[src/rtl/trig_sched.sv]
// trig_sched: trigger scheduler for the RMII packet path (50 MHz network clock).
//
// Two trigger sources share one output:
//   - a periodic counter with a runtime-programmable period;
//   - a debounced rising-edge detector on a raw push-button.
// The scheduler emits a single-cycle pulse toward the packet transmitter.
// While the transmitter is busy, one trigger is held pending. Any further
// event that lands on an already-pending trigger is counted as a drop.
//
// Ports:
//   clk      in   network clock
//   rst      in   asynchronous reset, active-low
//   ready    in   PHY ready; low synchronously clears the scheduler state
//   mode     in   [0] periodic source enable, [1] button source enable
//   period   in   period in clk cycles (0 and 1 behave as 2)
//   btn      in   raw asynchronous push-button
//   busy     in   transmitter busy; no trigger is issued while high
//   trg      out  single-cycle trigger pulse
//   pending  out  a trigger is held, waiting for busy to fall
//   trg_cnt  out  issued triggers, wrapping
//   drop_cnt out  coalesced (lost) events, saturating at all-ones
module trig_sched #(
  parameter int unsigned CNT_W  = 32,
  parameter int unsigned DEB_W  = 24,
  parameter int unsigned STAT_W = 16
) (
  input  logic              clk,
  input  logic              rst,
  input  logic              ready,
  input  logic [1:0]        mode,
  input  logic [CNT_W-1:0]  period,
  input  logic              btn,
  input  logic              busy,
  output logic              trg,
  output logic              pending,
  output logic [STAT_W-1:0] trg_cnt,
  output logic [STAT_W-1:0] drop_cnt
);

  // Button synchroniser
  logic btn_s1_q;
  logic btn_s2_q;

  // Debounce tick counter and previous button sample
  logic [DEB_W-1:0] tick_q, tick_d;
  logic             prev_q, prev_d;

  // Periodic counter
  logic [CNT_W-1:0] cnt_q, cnt_d;

  // Arbitration and statistics
  logic              trg_q, trg_d;
  logic              pend_q, pend_d;
  logic [STAT_W-1:0] trg_cnt_q, trg_cnt_d;
  logic [STAT_W-1:0] drop_cnt_q, drop_cnt_d;

  // Event strobes
  logic             tick;
  logic             btn_ev;
  logic             per_ev;
  logic             ev;
  logic             fire;
  logic [CNT_W-1:0] last_cnt;

  // The synchroniser keeps sampling while ready is low, so that the
  // previous-sample register can track the live button level and no
  // spurious edge is seen when ready rises.
  always_ff @(posedge clk or negedge rst) begin
    if (!rst) begin
      btn_s1_q <= 1'b0;
      btn_s2_q <= 1'b0;
    end else begin
      btn_s1_q <= btn;
      btn_s2_q <= btn_s1_q;
    end
  end

  // Source events
  always_comb begin
    tick   = &tick_q;
    btn_ev = tick & btn_s2_q & ~prev_q & mode[1];

    // Terminal count is Peff-1 with Peff = max(period, 2).
    if (period < CNT_W'(2)) begin
      last_cnt = CNT_W'(1);
    end else begin
      last_cnt = period - CNT_W'(1);
    end

    // >= rather than == so that a period reduced below the current count
    // fires on the very next cycle instead of running to wrap-around.
    per_ev = mode[0] & (cnt_q >= last_cnt);

    ev   = per_ev | btn_ev;
    fire = (pend_q | ev) & ~busy;
  end

  // Next-state
  always_comb begin
    tick_d     = tick_q;
    prev_d     = prev_q;
    cnt_d      = cnt_q;
    trg_d      = 1'b0;
    pend_d     = pend_q;
    trg_cnt_d  = trg_cnt_q;
    drop_cnt_d = drop_cnt_q;

    if (!ready) begin
      tick_d     = '0;
      prev_d     = btn_s2_q;
      cnt_d      = '0;
      pend_d     = 1'b0;
      trg_cnt_d  = '0;
      drop_cnt_d = '0;
    end else begin
      tick_d = tick_q + DEB_W'(1);

      if (tick) begin
        prev_d = btn_s2_q;
      end

      if (!mode[0] || per_ev) begin
        cnt_d = '0;
      end else begin
        cnt_d = cnt_q + CNT_W'(1);
      end

      trg_d  = fire;
      pend_d = busy & (pend_q | ev);

      if (fire) begin
        trg_cnt_d = trg_cnt_q + STAT_W'(1);
      end

      // An event that arrives while a trigger is already pending is lost,
      // whether busy is still high or the pending trigger is firing now.
      if (pend_q && ev && (drop_cnt_q != '1)) begin
        drop_cnt_d = drop_cnt_q + STAT_W'(1);
      end
    end
  end

  // State registers
  always_ff @(posedge clk or negedge rst) begin
    if (!rst) begin
      tick_q     <= '0;
      prev_q     <= 1'b0;
      cnt_q      <= '0;
      trg_q      <= 1'b0;
      pend_q     <= 1'b0;
      trg_cnt_q  <= '0;
      drop_cnt_q <= '0;
    end else begin
      tick_q     <= tick_d;
      prev_q     <= prev_d;
      cnt_q      <= cnt_d;
      trg_q      <= trg_d;
      pend_q     <= pend_d;
      trg_cnt_q  <= trg_cnt_d;
      drop_cnt_q <= drop_cnt_d;
    end
  end

  assign trg      = trg_q;
  assign pending  = pend_q;
  assign trg_cnt  = trg_cnt_q;
  assign drop_cnt = drop_cnt_q;

endmodule
[config.mk]
export PLATFORM = sky130hd
export DESIGN_NAME = trig_sched
export DESIGN_NICKNAME = d
export VERILOG_FILES = /design/src/rtl/trig_sched.sv
export SDC_FILE = /design/constraint.sdc
export NUM_CORES = 1
export LEC_CHECK = 0
export BUFFER_PORTS_ARGS = -buffer_cell sky130_fd_sc_hd__buf_4
export CORE_MARGIN = 2
export CORE_UTILIZATION = 40
export DETAILED_ROUTE_END_ITERATION = 7
export GPL_TIMING_DRIVEN = 0
export PLACE_DENSITY = 0.58
export SLEW_MARGIN = 15
export SYNTH_ARGS = -nofsm -noshare
export SYNTH_HDL_FRONTEND = slang
export SYNTH_SLANG_ARGS = --single-unit
[constraint.sdc]
create_clock -name clk -period 3.6 [get_ports clk]
set_input_delay 0.36 -clock clk [delete_from_list [all_inputs] [get_ports clk]]
set_output_delay 0.36 -clock clk [all_outputs]
set_load 0.1 [all_outputs]
### Yosys cells after proc, flatten, opt, wreduce, memory -nomap -nowiden

Cells that the tools add are included.

* add/subtract/negate cells: 5
* eq/ne operators: 4
* bitwise gates (word level): 10
* mux-type cells: 12
* order comparisons: 2
* reductions and logical operators: 5

Operators with widths (count)
* 32-bit 2-to-1 mux: 3
* 16-bit 2-to-1 mux: 4
* 16-bit by 1-bit adder with 16-bit output (second input constant): 2
* 32-bit by 1-bit adder with 32-bit output (second input constant): 1
* 32-bit greater-or-equal comparator: 1
* 32-bit by 2-bit less-than comparator with 1-bit output (second input constant): 1
* 32-bit by 1-bit subtractor with 32-bit output (second input constant): 1
* 24-bit by 1-bit adder with 24-bit output (second input constant): 1
* 24-bit 2-to-1 mux: 1
* 24-bit AND reduction: 1
* 16-bit inequality test (second input constant): 1
* 1-bit bitwise AND: 6
* 2-bit by 1-bit inequality test with 1-bit output (second input constant): 3
* 1-bit 2-to-1 mux: 4
* 1-bit logical AND: 2
* 1-bit inverter: 2
* 1-bit bitwise OR: 2
* 1-bit logical NOT: 1
* 1-bit logical OR: 1

* flip-flop bits (word level): 93
* output and inout bits: 34

### Depth between registers and ports, before layout

Gate-level depths: netlist (run 1).

* word-level depth: 9
* gate-level depth with buffers: 18
* depth with buffers taken out: 16

### Least setup slack after synthesis (run 1)

No wires, ideal clock.

* path kind: input port to flip-flop
* from: in period[9]
* to: reg drop_cnt_q[1], in the netlist drop_cnt[1]
* library setup time: 0.132 ns
* buffers on the path: 2
* stages: 17
* slack: -0.621 ns
* required time: 3.468 ns
* arrival time: 4.089 ns
* path through: or3_1 or4_1 nor2_1 nand2_1 or4_1 xnor2_1 nand2_1 ha_1 nand2_1 o21ai_0 a221oi_1 nand2_1 o31ai_2 clkbuf_1 buf_2 mux2i_1 nor2_1

* cells in the longest elaborated chain, start to end: 8
* elaborated cells between the ends (all ways): 9
* those cells by class: add/sub (1); order compare (2); eq/ne (1); mux (1); bitwise (2); reduce/logical (2)

RTL lines
* from (decl): RTL line 31 `input logic [CNT_W-1:0] period,`
* 32-bit by 1-bit subtractor with 32-bit output or 32-bit by 2-bit less-than comparator with 1-bit output (tied branches): RTL line 87, 84
* 32-bit 2-to-1 mux *: RTL line 84 `if (period < CNT_W'(2)) begin`
* 32-bit greater-or-equal comparator *: RTL line 92 `per_ev = mode[0] & (cnt_q >= last_cnt);`
* 1-bit bitwise AND *: RTL line 92
* 1-bit bitwise OR *: RTL line 94 `ev = per_ev | btn_ev;`
* 1-bit logical AND * (2 in series): RTL line 137 `if (pend_q && ev && (drop_cnt_q != '1)) begin`
* 2-bit by 1-bit inequality test with 1-bit output (no source line) *
* to (signal assigned): RTL line 160 `drop_cnt_q <= drop_cnt_d;`
* to (decl): RTL line 55 `logic [STAT_W-1:0] drop_cnt_q, drop_cnt_d;`

Every way passes the cells marked *; elsewhere a longest branch is shown, timed or not.
A chain may end at the register's enable or synchronous reset.

### Worst setup path after layout (run 1)

* from: in period[10]
* to: reg trg_cnt_q[5], in the netlist trg_cnt[5]

* cells in the longest elaborated chain, start to end: 8
* elaborated cells between the ends (all ways): 9
* those cells by class: add/sub (1); order compare (2); eq/ne (1); mux (1); bitwise (4)

RTL lines
* 32-bit by 1-bit subtractor with 32-bit output or 32-bit by 2-bit less-than comparator with 1-bit output (tied branches): RTL line 87, 84
* 32-bit 2-to-1 mux *: RTL line 84
* 32-bit greater-or-equal comparator *: RTL line 92
* 1-bit bitwise AND *: RTL line 92
* 1-bit bitwise OR *: RTL line 94
* 1-bit bitwise OR *: RTL line 95 `fire = (pend_q | ev) & ~busy;`
* 1-bit bitwise AND *: RTL line 95
* 2-bit by 1-bit inequality test with 1-bit output (no source line) *
* to (signal assigned): RTL line 159 `trg_cnt_q <= trg_cnt_d;`
* to (decl): RTL line 54 `logic [STAT_W-1:0] trg_cnt_q, trg_cnt_d;`

Marked as above.

==> flow_metrics.tcl, run 1 <==
set metrics [dict create \
    dr.pass1.iters 4 \
    port_buffers 72 \
    nFillCells 1316 \
    hp-class "input pin to asynchronous set/reset pin" \
    fp.dieW_um 125 \
    combPwrFrac_pct 8.7 \
    htreeDepth 3 \
    gp_congestion 0.827 \
    ys_warn_count 0 \
    yosysUniqueCellTypes 49 \
    clk_pin_slew_ns 0.06 \
    status "finished with violations" \
    postPlaceCellArea_um2 6740 \
    rsz0062_at_grt "true" \
    worstRegToRegCells 10 \
    layout.nets 848 \
    switching_share_pct 23.2 \
    synth_enable_flop_cells 0 \
    regArea_um2 2330 \
    min_period_ns 3.80 \
    drcViolationCount 0 \
    io_pins 73 \
    final_common_cell "dfrtp_1" \
    grt_overflow 0 \
    pwr-share-seq_pct 50.0 \
    slew_viol_final 0 \
    relSlewSlack_pct 40.0 \
    synth_fa_ha_area_share_pct 7.92 \
    synthCells 664 \
    cts_inserted_buffers 9 \
    diodes 0 \
    drive_gt1_share_pct 25.2 \
    syn-cell-area_um2 5840 \
    startpoint_type "input pin" \
    whs_ns 0.108 \
    die_area_um2 15600 \
    max_cap_viol_count 0 \
    hpwl_um 10300 \
    timing.final.crit_share_pct 106 \
    postSynthNetCount 740 \
    final_cell_mix "dfrtp_1 (93), nor2_1 (86), buf_4 (82)" \
    core_um2 14400 \
    drt_iter0_drc 343 \
    post-place-cells 920 \
    p_per_area_nw_per_um2 275 \
    crit_type "input pin to register" \
    syn_avg_cell_area_um2 8.80 \
    synth.area.mux_share_pct 1.05 \
    seq_area_frac_synth_pct 39.8 \
    ys_seq_elements 93 \
    via_per_inst 5.42 \
    numClockSinks 93 \
    async_flop_share_pct 100 \
    multi_input_area_um2 3800 \
    grt_use_total_pct 18.7 \
    hold_violations 0 \
    synth_compound_area_share_pct 9.55 \
    first_global_vias 5164 \
    design_area_um2 7660 \
    initial_utilization_pct 40.5 \
    cts_tree "yes" \
    vdd_drop_max_mv 0.199 \
    synth_xor_area_share_pct 11.8 \
    setup_viol 33 \
    routed_wl_um 14600 \
    clockBufferDepth 2 \
    worstMarginPinSlew_ns 0.891 \
    grt_pass1_wl_um 24400 \
    grt_max_degree 94 \
    violations "setup timing" \
    final_cell_count_no_fill 959 \
    ctsHoldBuffers 0 \
    cp_max_fo 6 \
    wl_per_cell_um 15.2 \
    yosys.area_share.simple_pct 27.3 \
    end_kind "register" \
    fmax_mhz 263 \
    skew_ns 0.00837 \
    p_switching_w 0.000489 \
    synth_flop_cell "dfrtp_1" \
    critPathArrivalTime_ns 4.05 \
    antenna_found_initial 0 \
    leakagePower_nw 3.40 \
    fin_util_pct 53.1 \
    required_ns 3.85 \
    rows 44 \
    synth_top_family_by_area "simple AND/OR/NAND/NOR gates" \
    cts-root-buf "clkbuf_16" \
    clock_latency_ns 0.33 \
    p_clk_share_pct 41.3 \
    syn2layout_area_growth_pct 31.1 \
    vias 5199 \
    ant_nets 0 \
    fin_ws_ns -0.201 \
    die_y_um 125 \
    p_int_w 0.00162 \
]
synthesized netlist by cell type, drive strengths merged (2+ instances only):
library cell | n | area share [%]
o311ai | 3 | 0.45
buf | 3 | 0.34
and2 | 3 | 0.32
nand2 | 82 | 5.3
or3 | 15 | 1.6
mux2i | 5 | 0.86
and4 | 5 | 0.75
nor4 | 16 | 2.0
o31ai | 9 | 1.2
nor2 | 90 | 5.8
o21ai | 26 | 2.3
nand2b | 7 | 0.75
o31a | 2 | 0.30
o41ai | 4 | 0.60
a211oi | 2 | 0.26
inv | 15 | 0.96
nor3 | 12 | 1.0
clkbuf | 18 | 1.2
nand4 | 26 | 3.1
dfrtp | 93 | 40
nor2b | 4 | 0.43
o211ai | 2 | 0.26
or4 | 10 | 1.3
xor2 | 58 | 8.7
ha | 37 | 7.9
nand3 | 36 | 3.1
a31oi | 3 | 0.32
xnor2 | 21 | 3.1
and3 | 8 | 0.94
or2 | 3 | 0.32
a21oi | 36 | 3.1
metrics by stage:
step	setup TNS (ns)	total power [W]	worst slack, ns
after floorplan	-1.96	0.00115	-0.182
after global placement	-62.69	0.00123	-1.09
after detailed placement	-60.93	0.00124	-1.10
after CTS	-3.21	0.00213	-0.171
after global routing	-15.23	0.00220	-0.383
final	-3.58	0.00211	-0.201
state kept, by name, indices dropped and copies added, names as in the netlist:
register,flops
btn_s1_q,1
trg_cnt,16
btn_s2_q,1
pending,1
tick_q,24
trg,1
cnt_q,32
prev_q,1
drop_cnt,16
worst max-delay path, stage by stage:
cell	delay (ns)
buf_6	0.09
or3_4	0.39
or4_4	0.45
nor2_4	0.15
nand2_1	0.09
or4_1	0.42
xnor2_1	0.14
nand2_1	0.07
ha_1	0.29
nand4_1	0.11
nor3_2	0.21
o21ai_2	0.09
a31oi_2	0.16
buf_6	0.16
buf_12	0.11
o21ai_4	0.10
or4_1	0.49
a21oi_1	0.15
power by group through the flow:
stage / Clock (W) / Combinational, W / Sequential (W)
finish: 0.000872 / 0.000183 / 0.00106
global route: 0.000942 / 0.000207 / 0.00106
CTS: 0.000897 / 0.000180 / 0.00106
detailed placement: 0 / 0.000165 / 0.00107
global placement: 0 / 0.000159 / 0.00107
floorplan: 0 / 0.0000716 / 0.00107
what timing repair did:
action	in CTS	in global routing
endpoints found under the setup margin	66	66
setup buffers	16	3
gates cloned	5	1
pin swaps	17	22
gates resized for setup	57	45
final timing paths:
check	from	to	slack, ns
max	period[10]	trg_cnt[5]	-0.20
min	rst	tick_q[2]	0.11
max reg2reg	cnt_q[9]	trg_cnt[5]	0.89
min reg2reg	btn_s1_q	btn_s2_q	0.37
max in group asynchronous	rst	btn_s2_q	2.92
min in group clk	btn	btn_s1_q	0.13
final cells by class:
| class | count | share of cell area [%] |
|---|---|---|
| Multi-Input combinational cell | 535 | 49.6 |
| Sequential cell | 93 | 30.4 |
| Timing Repair Buffer | 96 | 10.5 |
| Clock buffer | 12 | 3.35 |
| Tap cell | 184 | 3.00 |
| Buffer | 21 | 2.34 |
| Inverter | 16 | 0.784 |
| Clock inverter | 2 | 0.131 |
logic make-up after synthesis:
group           Yosys count
simple gates            321
flops                    93
compound gates           91
xor+xnor                 79
buf+inv                  37
fa+ha+maj                37
mux                       6
metal layers:
layer / vias to the layer above / wire (µm) / global-route usage [%]
li1: 2558 / - / -
met1: 2513 / 6760 / 25.0
met2: 111 / 7070 / 31.5
met3: 17 / 538 / 2.88
met4: 0 / 233 / 5.36
met5: - / 0 / 0
(Power assumes the default switching activity.)
==> run 2, diff against run 1 <==
--- a/config.mk
+++ b/config.mk
@@ -5,12 +5,13 @@
 export SDC_FILE = /design/constraint.sdc
 export NUM_CORES = 1
 export LEC_CHECK = 0
-export BUFFER_PORTS_ARGS = -buffer_cell sky130_fd_sc_hd__buf_4
 export CORE_MARGIN = 2
 export CORE_UTILIZATION = 40
+export CTS_CLUSTER_DIAMETER = 100
 export DETAILED_ROUTE_END_ITERATION = 7
+export DONT_BUFFER_PORTS = 1
 export GPL_TIMING_DRIVEN = 0
-export PLACE_DENSITY = 0.58
+export PLACE_DENSITY = 0.53
 export SLEW_MARGIN = 15
 export SYNTH_ARGS = -nofsm -noshare
 export SYNTH_HDL_FRONTEND = slang
==> flow_metrics.tcl, run 2 (same netlist as run 1, synthesis figures left out) <==
set metrics [dict create \
    numClockSinks 93 \
    port_buffers 0 \
    cts_inserted_buffers 9 \
    clk_pin_slew_ns 0.06 \
    drive_gt1_share_pct 23.5 \
    crit_top_cell "or4_4" \
    skew_ns 0.00985 \
    worst-path-buf-inv 2 \
    cp_max_fo 8 \
    crit_type "input pin to register" \
    final_common_cell "dfrtp_1" \
    grt_overflow 0 \
    final_cell_mix "dfrtp_1 (93), nand2_1 (77), nor2_1 (58), xor2_1 (58), ha_1 (35)" \
    startpoint_type "input pin" \
    grt_use_total_pct 19.3 \
    timing.final.crit_share_pct 102 \
    post-place-cells 848 \
    whs_ns 0.0375 \
    leakagePower_nw 3.08 \
    fin_util_pct 52.0 \
    violations "setup timing" \
    via_per_inst 5.58 \
    clockBufferDepth 2 \
    slew_viol_final 0 \
    relSlewSlack_pct 28.0 \
    htreeDepth 3 \
    worstMarginPinSlew_ns 1.08 \
    cts_tree "yes" \
    crit_family "simple AND/OR/NAND/NOR gates" \
    die_y_um 125 \
    routed_wl_um 15000 \
    finalSetupTns_ns -0.269 \
    grt_pass1_wl_um 24800 \
    critPathArrivalTime_ns 3.88 \
    core_um2 14400 \
    final_cell_count_no_fill 887 \
    regMostFlops "cnt_q" \
    drcViolationCount 0 \
    max_cap_viol_count 0 \
    p_per_area_nw_per_um2 298 \
    end_kind "register" \
    fmax_mhz 272 \
    r2r_start "drop_cnt[4]" \
    first_global_vias 5115 \
    dr.pass1.iters 4 \
    grt_max_degree 94 \
    syn2layout_area_growth_pct 28.2 \
    diodes 0 \
    initial_utilization_pct 40.5 \
    ant_nets 0 \
    slowest_stage "or4_4" \
    cpPeakStageDelay_ns 0.45 \
    io_pins 73 \
    hp-class "input pin to register" \
    largestRegisters "cnt_q: 32 flops, tick_q: 24 flops" \
    wl_per_cell_um 17.0 \
    rows 44 \
    hpwl_um 10400 \
    clock_latency_ns 0.35 \
    layout.nets 774 \
    required_ns 3.81 \
    crit_start "period[9]" \
    status "finished with violations" \
    rsz0062_at_grt "true" \
    largest_reg_flops 32 \
    design_area_um2 7490 \
    crit_chain "or3_4 -> or4_4 -> nor2_4 -> nand2_2 -> or4_4 -> xnor2_2 -> nand2_1 -> ha_4 -> nand4_1 -> nor3_2 -> o21ai_2 -> a31oi_4 -> buf_12 -> o21ai_4 -> buf_8 -> o31ai_1 -> a21oi_2" \
    gp_congestion 0.808 \
    postPlaceCellArea_um2 6200 \
    fp.dieW_um 125 \
    cts-root-buf "clkbuf_16" \
    vias 4947 \
    die_area_um2 15600 \
    vdd_drop_max_mv 0.218 \
    min_period_ns 3.68 \
    antenna_found_initial 0 \
    fin_ws_ns -0.0787 \
    hold_violations 0 \
    hp-start "btn" \
    drt_iter0_drc 254 \
    setup_viol 10 \
]
==> run 2: routing by layer <==
| layer | track usage (%) | share of wire (%) | wire (µm) |
|---|---|---|---|
| met5 | 0 | 0 | 0 |
| met4 | 8.43 | 2.2 | 329 |
| met3 | 4.68 | 5.2 | 781 |
| met2 | 31.9 | 49 | 7300 |
| met1 | 24.0 | 44 | 6630 |
==> run 2: report_power, final <==
part / switching (W) / internal, W / leakage [nW]
Clock: 0.000413 / 0.000609 / 0.153
Combinational: 0.0000966 / 0.0000591 / 1.64
Sequential: 0.00000443 / 0.00105 / 1.29
Total: 0.000514 / 0.00172 / 3.08
==> run 2: worst reg2reg max path, cell delays in order, from the launching register on <==
cell and delay [ns]:
dfrtp_1 1.02, nand4_1 0.60, nor2_1 0.50, nand2_1 0.12, o221a_4 0.28, o31ai_4 0.08, buf_8 0.17, buf_8 0.14
mux2i_1 0.19, nor2_1 0.06
==> run 2: area by class of cell <==
cell class | instances | area (µm²)
sequential | 93 | 2330
buffer | 21 | 173
inverter | 16 | 60.1
multi-input combinational | 534 | 4090
fill | 1325 | 6930
tap | 184 | 230
clock inverter | 6 | 86.3
clock buffer | 10 | 229
timing repair buffer | 23 | 302
==> run 2: worst paths after layout <==
kind,endpoint,slack (ns),cells after the start
min in group asynchronous,drop_cnt[2],0.61,2
max in group asynchronous,drop_cnt[12],2.61,2
worst max-delay path,trg_cnt[5],-0.08,17
worst min register to register,btn_s2_q,0.36,0
worst max register to register,drop_cnt[1],0.31,9
worst min-delay path,btn_s1_q,0.04,0
==> run 2: timing repair <==
item | CTS | global route
hold endpoints to repair | 93 | 0
hold buffers | 2 | 0
gates cloned | 2 | 3
resized for setup | 62 | 106
endpoints found under the setup margin | 65 | 66
pin swaps | 20 | 42
buffers inserted | 13 | 5
==> run 2: stage by stage <==
| step | total power [W] | setup slack, ns |
|---|---|---|
| after floorplan | 0.00115 | -0.182 |
| after global placement | 0.00117 | -0.903 |
| after detailed placement | 0.00117 | -0.992 |
| after CTS | 0.00224 | -0.108 |
| after global routing | 0.00233 | -0.233 |
| final | 0.00223 | -0.0787 |
